$ cat src/rtl/sig_lut_interp.sv
// sig_lut_interp: three-stage sigmoid LUT interpolator for the LSTM gate path.
//   S0 registers the LUT address (upper bits of x) and the fraction (lower bits).
//   S1 captures the combinational LUT return (base, next) alongside the fraction.
//   S2 computes y = base + floor((next - base) * frac / 2^FRAC_W), saturated.
// Ports:
//   clk, rst           clock (rising edge), asynchronous active-high reset
//   in_valid/in_ready  input handshake, in_x is the signed sample
//   lut_address        address to the external LUT (from the S0 register)
//   lut_base/lut_next  signed LUT entries at lut_address and the following slot
//   out_valid/out_ready output handshake, out_y is the signed result
// Whole pipeline stalls while out_valid & ~out_ready.
module sig_lut_interp #(
    parameter int unsigned DATA_W = 8,
    parameter int unsigned ADDR_W = 4,
    parameter int unsigned FRAC_W = 4
) (
    input  logic              clk,
    input  logic              rst,
    input  logic              in_valid,
    output logic              in_ready,
    input  logic [DATA_W-1:0] in_x,
    output logic [ADDR_W-1:0] lut_address,
    input  logic [DATA_W-1:0] lut_base,
    input  logic [DATA_W-1:0] lut_next,
    output logic              out_valid,
    input  logic              out_ready,
    output logic [DATA_W-1:0] out_y
);

    localparam int unsigned ProdW = DATA_W + FRAC_W + 2;

    logic stall;

    // S0
    logic [ADDR_W-1:0] addr_q;
    logic [FRAC_W-1:0] frac0_q;
    logic              v0_q;

    // S1
    logic [DATA_W-1:0] base_q;
    logic [DATA_W-1:0] next_q;
    logic [FRAC_W-1:0] frac1_q;
    logic              v1_q;

    // S2 arithmetic
    logic signed [DATA_W:0]    diff;
    logic signed [ProdW-1:0]   diff_ext;
    logic signed [ProdW-1:0]   frac_ext;
    logic signed [ProdW-1:0]   prod;
    logic signed [ProdW-1:0]   sum;
    logic        [DATA_W-1:0]  y_sat;

    assign stall       = out_valid & ~out_ready;
    assign in_ready    = ~stall;
    assign lut_address = addr_q;

    always_ff @(posedge clk or posedge rst) begin
        if (rst) begin
            addr_q  <= '0;
            frac0_q <= '0;
            v0_q    <= 1'b0;
        end else if (!stall) begin
            if (in_valid) begin
                addr_q  <= in_x[DATA_W-1:FRAC_W];
                frac0_q <= in_x[FRAC_W-1:0];
                v0_q    <= 1'b1;
            end else begin
                v0_q    <= 1'b0;
            end
        end
    end

    always_ff @(posedge clk or posedge rst) begin
        if (rst) begin
            base_q  <= '0;
            next_q  <= '0;
            frac1_q <= '0;
            v1_q    <= 1'b0;
        end else if (!stall) begin
            base_q  <= lut_base;
            next_q  <= lut_next;
            frac1_q <= frac0_q;
            v1_q    <= v0_q;
        end
    end

    always_comb begin
        diff     = $signed({next_q[DATA_W-1], next_q}) - $signed({base_q[DATA_W-1], base_q});
        diff_ext = $signed({{(ProdW-DATA_W-1){diff[DATA_W]}}, diff});
        // Fraction is unsigned: zero-extend so the multiply stays signed.
        frac_ext = $signed({{(ProdW-FRAC_W){1'b0}}, frac1_q});
        prod     = diff_ext * frac_ext;
        sum      = $signed({{(ProdW-DATA_W){base_q[DATA_W-1]}}, base_q}) + (prod >>> FRAC_W);
        // Overflow when the bits above the result sign are not a pure sign extension.
        if (sum[ProdW-1:DATA_W-1] != {(ProdW-DATA_W+1){sum[ProdW-1]}}) begin
            y_sat = sum[ProdW-1] ? {1'b1, {(DATA_W-1){1'b0}}} : {1'b0, {(DATA_W-1){1'b1}}};
        end else begin
            y_sat = sum[DATA_W-1:0];
        end
    end

    always_ff @(posedge clk or posedge rst) begin
        if (rst) begin
            out_y     <= '0;
            out_valid <= 1'b0;
        end else if (!stall) begin
            out_y     <= y_sat;
            out_valid <= v1_q;
        end
    end

endmodule
$ cat config.mk
export PLATFORM = sky130hd
export DESIGN_NAME = sig_lut_interp
export DESIGN_NICKNAME = d
export VERILOG_FILES = /design/src/rtl/sig_lut_interp.sv
export SDC_FILE = /design/constraint.sdc
export NUM_CORES = 1
export LEC_CHECK = 0
export CORE_ASPECT_RATIO = 1.5
export CORE_UTILIZATION = 58
export DETAILED_ROUTE_END_ITERATION = 12
export GPL_TIMING_DRIVEN = 1
export PLACE_DENSITY = 0.88
export SETUP_SLACK_MARGIN = 0.1
export SLEW_MARGIN = 20
export SYNTH_ARGS = -nofsm -noshare
export SYNTH_HDL_FRONTEND = slang
export SYNTH_SLANG_ARGS = --single-unit
$ cat constraint.sdc
create_clock -name clk -period 8.8 [get_ports clk]
set_clock_uncertainty 0.2 [all_clocks]
set_input_delay 2.64 -clock clk [delete_from_list [all_inputs] [get_ports clk]]
set_output_delay 2.64 -clock clk [all_outputs]
set_load 0.1 [all_outputs]
==> results.txt <==
status - finished, final reports clean
main combinational cell family by area after synthesis - adder cells
Startpoint Class - register
Critical Path AT - 7.50 ns
initial antenna violation count - 0
Post-synth top flop - dfrtp_1
CTS buffer count - 5
RSZ-0062 raised after global routing - no
largest net degree at the start of global routing - 40
Synth Net Count - 512
# clock sinks - 39
first-pass GRT wire length - 14.0 mm
Bufs on Longest Clock Path - 2
area occupied by multi-input gates - 2490 um2
end-of-flow core utilization - 0.703
Compound-Gate Fraction of Synth Area - 0.157
chip height - 100 um
Min Hold Slack - 0.280 ns
io pins - 42
number of synthesized flops with an enable pin - 0
Remaining DRCs - 0
Initial Util - 0.603
area leader, netlist - dfrtp_1
Req. time, crit path - 8.79 ns
MaxCap Viol Count - 0
Tot GR Track Use - 0.273
synth cell count leaders - 64 x nand2_1, 57 x inv_1, 42 x ha_1
Peak Freq - 133 MHz
sequential fraction of the synthesis area - 0.262
GPL Wtd Cong - 0.952
Least-Margin Pin Slew - 1.01 ns
Crit Path Max Fanout - 8
setup violators final - 0
asr flop ratio synth - 1.00
Cells after Synth - 422
HP Class - reg2reg
vias - 3081
Post-Route WL - 8.28 mm
R2R setup slack - 1.29 ns
Worst-path clk slew - 0.08 ns
most frequent cell on the critical path - ha_1
Post-CTS Resized - 0
hpwl dp - 6.37 mm
CTS root buffer - clkbuf_8
synthesized area - 3720 um2
Synth Register Bits - 39
Final Slew Violations - 0
area post-placement - 4200 um2
most common cell in the netlist - nand2_1
crit path time final - 7.51 ns
WL/cell - 15.4 um
number of iterations in the first detailed-routing pass - 4
fill count - 430
DR vias/cell - 5.74
top-area cell type share of the netlist area - 0.262
CTS Hold Bufs - 0
later-pin clock latency in the skew report - 0.30 ns
syn_area_per_cell - 8.82 um2
initial drt markers - 101
ratio of cells with drive above 1 in the final layout - 0.0648
Final period util - 0.854
hold violation total from the final report - 0
CP peak stage delay - 0.54 ns
Ys Warns - 0
CTS H-tree lvls - 2
Worst path top cell family by delay - adder cells
Post-Synth Simple-Gate Area - 0.199
register area - 976 um2
Post-CTS Setup Bufs - 0
setup TNS - 0 ns
CP Class - reg2reg
area growth from synthesis to layout - 16.6%
CP max-delay cell - fa_1
number of port buffers - 41
Final ANT Viol Nets - 0
total gr overflow - 0
die area - 6750 um2
crit end category - register
FP Rows - 35
xor and xnor area share after synthesis - 0.0400
CTS tree - done
vias in the first global route - 3136
synth top area cells - dfrtp_1 26%, ha_1 14%, fa_1 11%
Buf/Inv on CP - 2
Synth cell types - 52
max_slew headroom - 0.323
fin nets - 552
Synth Area in Adders - 0.249
final instance area - 4340 um2
n_diodes - 0
Die Width - 67.4 um
Placeable Area - 6170 um2
mux cell area share after synthesis - 0.0242
[kinds of logic after synthesis]
logic type	after synthesis
adders and majority gates	62
xor gates and xnor gates	17
muxes	8
AOI/OAI and AO/OA	80
buffers and inverters	68
DFF	39
and+or+nand+nor	148
[final timing paths]
path,endpoint,depth (start not counted),start
min in group asynchronous,out_y[6]$_DFFE_PP0N_,3,rst
min,v1_q$_DFFE_PP0N_,2,v1_q$_DFFE_PP0N_
max in group asynchronous,frac0_q[1]$_DFFE_PP0P_,3,rst
max,out_y[1]$_DFFE_PP0N_,27,base_q[0]$_DFFE_PP0N_
max reg2reg,out_y[1]$_DFFE_PP0N_,27,base_q[0]$_DFFE_PP0N_
min reg2reg,v1_q$_DFFE_PP0N_,2,v1_q$_DFFE_PP0N_
[stage by stage]
stage | cells | worst slack [ns]
after CTS | 537 | 1.28
after detailed placement | 529 | 1.30
final | 537 | 1.29
after global placement | 529 | 1.56
after global routing | 537 | 0.759
after floorplan | 422 | 1.90
[layout make-up]
type,instances,share of cell area
sequential,39,0.225
tap,74,0.0213
multi-input combinational,315,0.574
inverter,57,0.0493
timing repair buffer,44,0.0992
clock buffer,5,0.0159
clock inverter,3,0.0156
[flip-flops by register name (all words and copies together) (netlist names)]
| name | flops |
|---|---|
| base_q | 8 |
| frac0_q | 4 |
| frac1_q | 4 |
| lut_address | 4 |
| next_q | 8 |
| out_valid | 1 |
| out_y | 8 |
| v0_q | 1 |
| v1_q | 1 |
[layout by cell type (no fill, tap or decap), types with 6 or more instances in the layout]
cell type	n
nor2b_1	16
nand2_1	64
a21o_1	6
a21oi_1	13
dfrtp_1	39
clkdlybuf4s50_1	40
mux2_2	8
inv_1	57
ha_1	42
xnor2_1	13
and2_1	17
o21ai_0	18
nor2_1	18
nor3b_1	8
fa_1	20
[routing by layer]
layer  wire length [um]  part of all wire  track usage
met2               4510              0.54        0.491
met5                  0                 0            0
met4                241             0.029        0.110
met3                255             0.031       0.0295
met1               3270              0.40        0.321
[worst register-to-register path, delay by kind of cell, from the launching register on]
family / cells / cell delay (ns)
adder cells (fa/ha/maj): 7 / 2.61
AO/OA/AOI/OAI: 9 / 2.15
AND/OR/NAND/NOR: 7 / 1.50
XOR/XNOR: 2 / 0.42
flip-flops: 1 / 0.41
buffers and inverters: 2 / 0.09
Power is left out: the tool's default activity adds up to more than one toggle a clock period on the data nets, which glitch-free logic cannot reach.
